==> src/rtl/wc_pkg.sv <==
// Shared constants and types for the Winograd tile loader.
// Geometry of the input tile and the loader FSM encoding.
package wc_pkg;

  localparam int DW      = 8;
  localparam int N_IN    = 10;
  localparam int OVERLAP = 4;
  localparam int STRIDE  = N_IN - OVERLAP;
  localparam int IDXW    = 8;
  localparam int CW      = $clog2(N_IN + 1);

  typedef enum logic {
    FILL,
    HOLD
  } state_e;

endpackage

==> src/rtl/wc_tile_loader.sv <==
// Byte-serial to overlapping-tile loader feeding the Winograd core.
// Samples fill a window; full or row-terminated windows are held as a tile.
module wc_tile_loader
  import wc_pkg::*;
(
  input  logic                 clk,
  input  logic                 rst,
  input  logic                 in_valid,
  output logic                 in_ready,
  input  logic [DW-1:0]        in_data,
  input  logic                 in_last,
  output logic                 tile_valid,
  input  logic                 tile_ready,
  output logic [N_IN*DW-1:0]   tile_data,
  output logic                 tile_last,
  output logic [IDXW-1:0]      tile_idx
);

  state_e                      state_q, state_d;
  logic [CW-1:0]               cnt_q, cnt_d;
  logic [N_IN-1:0][DW-1:0]     win_q, win_d;
  logic                        row_end_q, row_end_d;
  logic [IDXW-1:0]             idx_q, idx_d;
  logic                        live_q;
  logic                        accept;

  // live_q keeps in_ready low until the first edge after reset release
  assign in_ready   = live_q & (state_q == FILL);
  assign tile_valid = (state_q == HOLD);
  assign tile_data  = win_q;
  assign tile_last  = row_end_q;
  assign tile_idx   = idx_q;
  assign accept     = in_valid & in_ready;

  always_comb begin
    state_d   = state_q;
    cnt_d     = cnt_q;
    win_d     = win_q;
    row_end_d = row_end_q;
    idx_d     = idx_q;
    unique case (state_q)
      FILL: begin
        if (accept) begin
          win_d[cnt_q] = in_data;
          cnt_d        = cnt_q + CW'(1);
          if (in_last || cnt_q == CW'(N_IN - 1)) begin
            state_d   = HOLD;
            row_end_d = in_last;
          end
        end
      end
      HOLD: begin
        if (tile_ready) begin
          state_d = FILL;
          if (row_end_q) begin
            win_d     = '0;
            cnt_d     = '0;
            idx_d     = '0;
            row_end_d = 1'b0;
          end else begin
            // slide: element k takes k+STRIDE, top positions zero-fill
            win_d = win_q >> (STRIDE * DW);
            cnt_d = CW'(OVERLAP);
            idx_d = idx_q + IDXW'(1);
          end
        end
      end
      default: state_d = FILL;
    endcase
  end

  always_ff @(posedge clk or negedge rst) begin
    if (!rst) begin
      state_q   <= FILL;
      cnt_q     <= '0;
      win_q     <= '0;
      row_end_q <= 1'b0;
      idx_q     <= '0;
      live_q    <= 1'b0;
    end else begin
      state_q   <= state_d;
      cnt_q     <= cnt_d;
      win_q     <= win_d;
      row_end_q <= row_end_d;
      idx_q     <= idx_d;
      live_q    <= 1'b1;
    end
  end

endmodule

==> config.mk <==
export PLATFORM = sky130hd
export DESIGN_NAME = wc_tile_loader
export DESIGN_NICKNAME = d
export VERILOG_FILES = /design/src/rtl/wc_pkg.sv /design/src/rtl/wc_tile_loader.sv
export SDC_FILE = /design/constraint.sdc
export NUM_CORES = 1
export LEC_CHECK = 0
export CAP_MARGIN = 15
export CORE_MARGIN = 2
export CORE_UTILIZATION = 55
export DETAILED_ROUTE_END_ITERATION = 10
export HOLD_SLACK_MARGIN = 0.15
export PLACE_DENSITY = 0.86
export RECOVER_POWER = 50
export SLEW_MARGIN = 10
export SYNTH_ARGS = -nofsm -noshare
export SYNTH_HDL_FRONTEND = slang
export SYNTH_SLANG_ARGS = --single-unit
==> constraint.sdc <==
create_clock -name clk -period 2.8 [get_ports clk]
set_input_delay 0.28 -clock clk [delete_from_list [all_inputs] [get_ports clk]]
set_output_delay 0.28 -clock clk [all_outputs]
set_load 0.01 [all_outputs]
==> run summary <==
### Min path
- 2 — cell count of the worst hold path
- reg2reg — worst min-delay path class
- tile_data[31] — min-delay src
- tile_data[31] — Worst Hold End

### Global routing
- 0 — total congestion overflow
- 0 — number of antenna violations at the first check in global routing
- 29.3% — Total GRT Usage
- 20400 um — wire length of the first global-routing pass
- 61 — largest net degree at the start of global routing
- 3811 — number of global-route vias before repair

### STA
- 2.42 ns — Final min period
- 414 MHz — fmax
- 0 ns — setup TNS after final layout
- 0.00651 ns — Layout Skew
- 86.3% — part of the cycle the worst path needs
- 0 — setup violators final
- 1.44 ns — Worst-Margin Slew
- 0 — Final Max Slew Viols
- 0.522 ns — worst slack on hold paths
- no — RSZ-0062 raised after global routing
- 4.19% — worst slew margin relative to its limit
- 0 — Hold Fails Final Rpt

### Finish
- 649 — Non-Filler Instances
- 580 — count of fill cells added during filler insertion
- 0 — antenna fix cells
- 557 — Final nets
- 2380 sq um — flip-flop and latch area
- 28.2% — post-synthesis to final-layout area growth
- 6.62% — share of post-route cells with drive strength above 1
- 2040 sq um — combined area of the multi-input logic cells

### Power and ir drop
- 513 uV — worst vdd rail ir drop
- 2.60 nW — leak pwr
- 901 nW/um^2 — Pwr Density

### Setup path
- 0.38 ns — Register-to-Register Setup Slack
- register — endpoint kind of the worst setup timing path
- 3.09 ns — required time at the worst-slack endpoint
- 39 — critical path fanouts, max
- 5 — worst r2r path cells
- 2.70 ns — crit path DAT
- register — Setup crit start kind
- tile_valid — beginning of the worst register-to-register path
- tile_data[34] — endpoint of the worst-slack reg-to-reg timing path
- reg2reg — crit path kind

### Synthesis
- 0 — count of flip-flops with a built-in enable after synthesis
- 445 — Synth Instances
- sky130_fd_sc_hd__dfrtp_1 (95), sky130_fd_sc_hd__mux2i_1 (57), sky130_fd_sc_hd__inv_1 (40), sky130_fd_sc_hd__nor2b_1 (34), sky130_fd_sc_hd__a21oi_1 (33) — Commonest cells post-synth
- 50.5% — sequential element share of the synthesized area
- sky130_fd_sc_hd__dfrtp_1 — cell type contributing the most total cell area after synthesis
- 51 — count of different cell masters after synthesis
- 100% — proportion of synthesized flip-flops having asynchronous set or reset
- 0 — Synthesis Warnings
- sky130_fd_sc_hd__dfrtp_1 (50%), sky130_fd_sc_hd__mux2i_1 (12%), sky130_fd_sc_hd__a221o_1 (5.1%) — top post-synthesis cells by area
- 95 — synthesis-stage register bit count
- 4710 sq um — post-synthesis instance area
- 10.6 sq um — average cell area after synthesis
- sky130_fd_sc_hd__dfrtp_1 — leading cell type by number of instances after synthesis
- sky130_fd_sc_hd__dfrtp_1 — Main synth FF type
- 463 — Mapped Nets
- 50.5% — proportion of netlist area held by the largest area contributor

### Clock network
- 9 — Num CTS Buffers
- 0.37 ns — Skew-Pair Late Insertion Delay
- 0 — Post-CTS Resized
- sky130_fd_sc_hd__clkbuf_8 — cell at the root of the clock tree
- 2 — Clock Path Buffers
- done — TritonCTS clock tree
- 3 — count of H-tree levels built during CTS
- 95 — Sink Count
- 0.09 ns — clock slew at the register clock pins of the worst setup and hold paths

### Placed design
- 8780 um — DP Wirelength
- 0.855 — Final GP Congestion
- 103 — count of port buffers added during placement
- 632 — Cell Count Post-Placement

### Job
- 0 — Max-Cap Viols

### Floorplanning
- 104 — number of I/O pins
- 96.5 um — height of the die
- 8260 sq um — core footprint
- 9320 sq um — die area
- 57.0% — starting density of the core
- 33 — number of placement rows
- 96.5 um — Die Width

### Status
- complete, no violations — run status

### Drt
- 0 — number of nets with antenna violations after detailed routing
- 6.03 — detailed-route vias per instance
- 0 — residual DRC count
- 4 — number of iterations in the first detailed-routing pass
- 294 — initial drt markers
- 19.8 um — routed wire length per instance
- 3911 — DR vias
- 12900 um — Post-Route WL

-- worst max-delay path, stage by stage (launching register included) --
cell	delay (ns)
sky130_fd_sc_hd__dfrtp_1	0.36
sky130_fd_sc_hd__buf_4	0.35
sky130_fd_sc_hd__nand2_1	0.17
sky130_fd_sc_hd__clkbuf_2	0.50
sky130_fd_sc_hd__a211oi_4	0.67
sky130_fd_sc_hd__mux2i_1	0.27
-- layout make-up --
cell class / instances / area share (%)
Timing Repair Buffer: 113 / 18.2
Multi-Input combinational cell: 280 / 33.7
Sequential cell: 95 / 39.4
Clock inverter: 5 / 1.74
Inverter: 40 / 2.49
Tap cell: 105 / 2.18
Clock buffer: 11 / 2.34
-- worst max-delay path by stage --
stage	start	end	slack [ns]
floorplan	tile_valid	tile_data[48]	0.96
global placement	in_valid	tile_data[65]	0.54
detailed placement	in_valid	tile_data[79]	0.46
CTS	tile_valid	in_ready	0.45
global route	tile_valid	tile_data[42]	0.18
finish	tile_valid	tile_data[34]	0.38
-- sequential cells by signal, indices dropped and copies added, names as in the netlist --
register	flops
tile_data	80
tile_idx	8
cnt_q	4
live_q	1
tile_last	1
tile_valid	1
-- repair_timing --
item,in CTS,in global routing
setup buffers,0,0
hold endpoints to repair,58,0
hold buffers,1,0
setup endpoints to repair,0,0
-- cells in the final DEF, fill, tap and decap left out, types with 8 or more instances in the layout --
master                            count
sky130_fd_sc_hd__inv_1               40
sky130_fd_sc_hd__nand2_1             31
sky130_fd_sc_hd__nor3_1              24
sky130_fd_sc_hd__a21oi_1             33
sky130_fd_sc_hd__clkdlybuf4s50_1     63
sky130_fd_sc_hd__clkbuf_8            10
sky130_fd_sc_hd__nor2b_1             33
sky130_fd_sc_hd__dlygate4sd3_1       40
sky130_fd_sc_hd__mux2i_1             57
sky130_fd_sc_hd__a221o_1             24
sky130_fd_sc_hd__dfrtp_1             95
sky130_fd_sc_hd__nand3_1              8
sky130_fd_sc_hd__nand2b_1            13
-- stage by stage --
stage	setup slack, ns	power [W]	utilization [%]	cell area (sq um)
after floorplan	0.960	0.00320	-	4710
after CTS	0.455	0.00554	73.3	6050
final	0.383	0.00544	73.1	6040
after global placement	0.543	0.00435	70.2	5790
after detailed placement	0.456	0.00444	70.2	5790
after global routing	0.185	0.00576	73.1	6040
-- metal layers --
layer / GRT usage [%] / share of wire [%]
met1: 40.7 / 41
met3: 6.05 / 8.4
met5: 0 / 0
met4: 10.1 / 2.1
met2: 46.1 / 48
-- logic make-up (layout without fill, tap and decap cells) --
family,Yosys count,after routing,synth area share [%]
adder cells (fa/ha/maj),5,5,1.33
other,1,1,0.0796
multiplexers,58,58,12.4
buffers and inverters,70,169,6.30
flip-flops,95,95,50.5
AO/OA/AOI/OAI,86,86,14.2
AND/OR/NAND/NOR,130,130,15.3
-- where the power goes --
| part | internal [W] | total, W | switching, W |
|---|---|---|---|
| clock | 0.000618 | 0.00111 | 0.000493 |
| sequential | 0.00185 | 0.00225 | 0.000400 |
| combinational | 0.00110 | 0.00208 | 0.000984 |
| total | 0.00356 | 0.00544 | 0.00188 |
(Power assumes the default switching activity.)
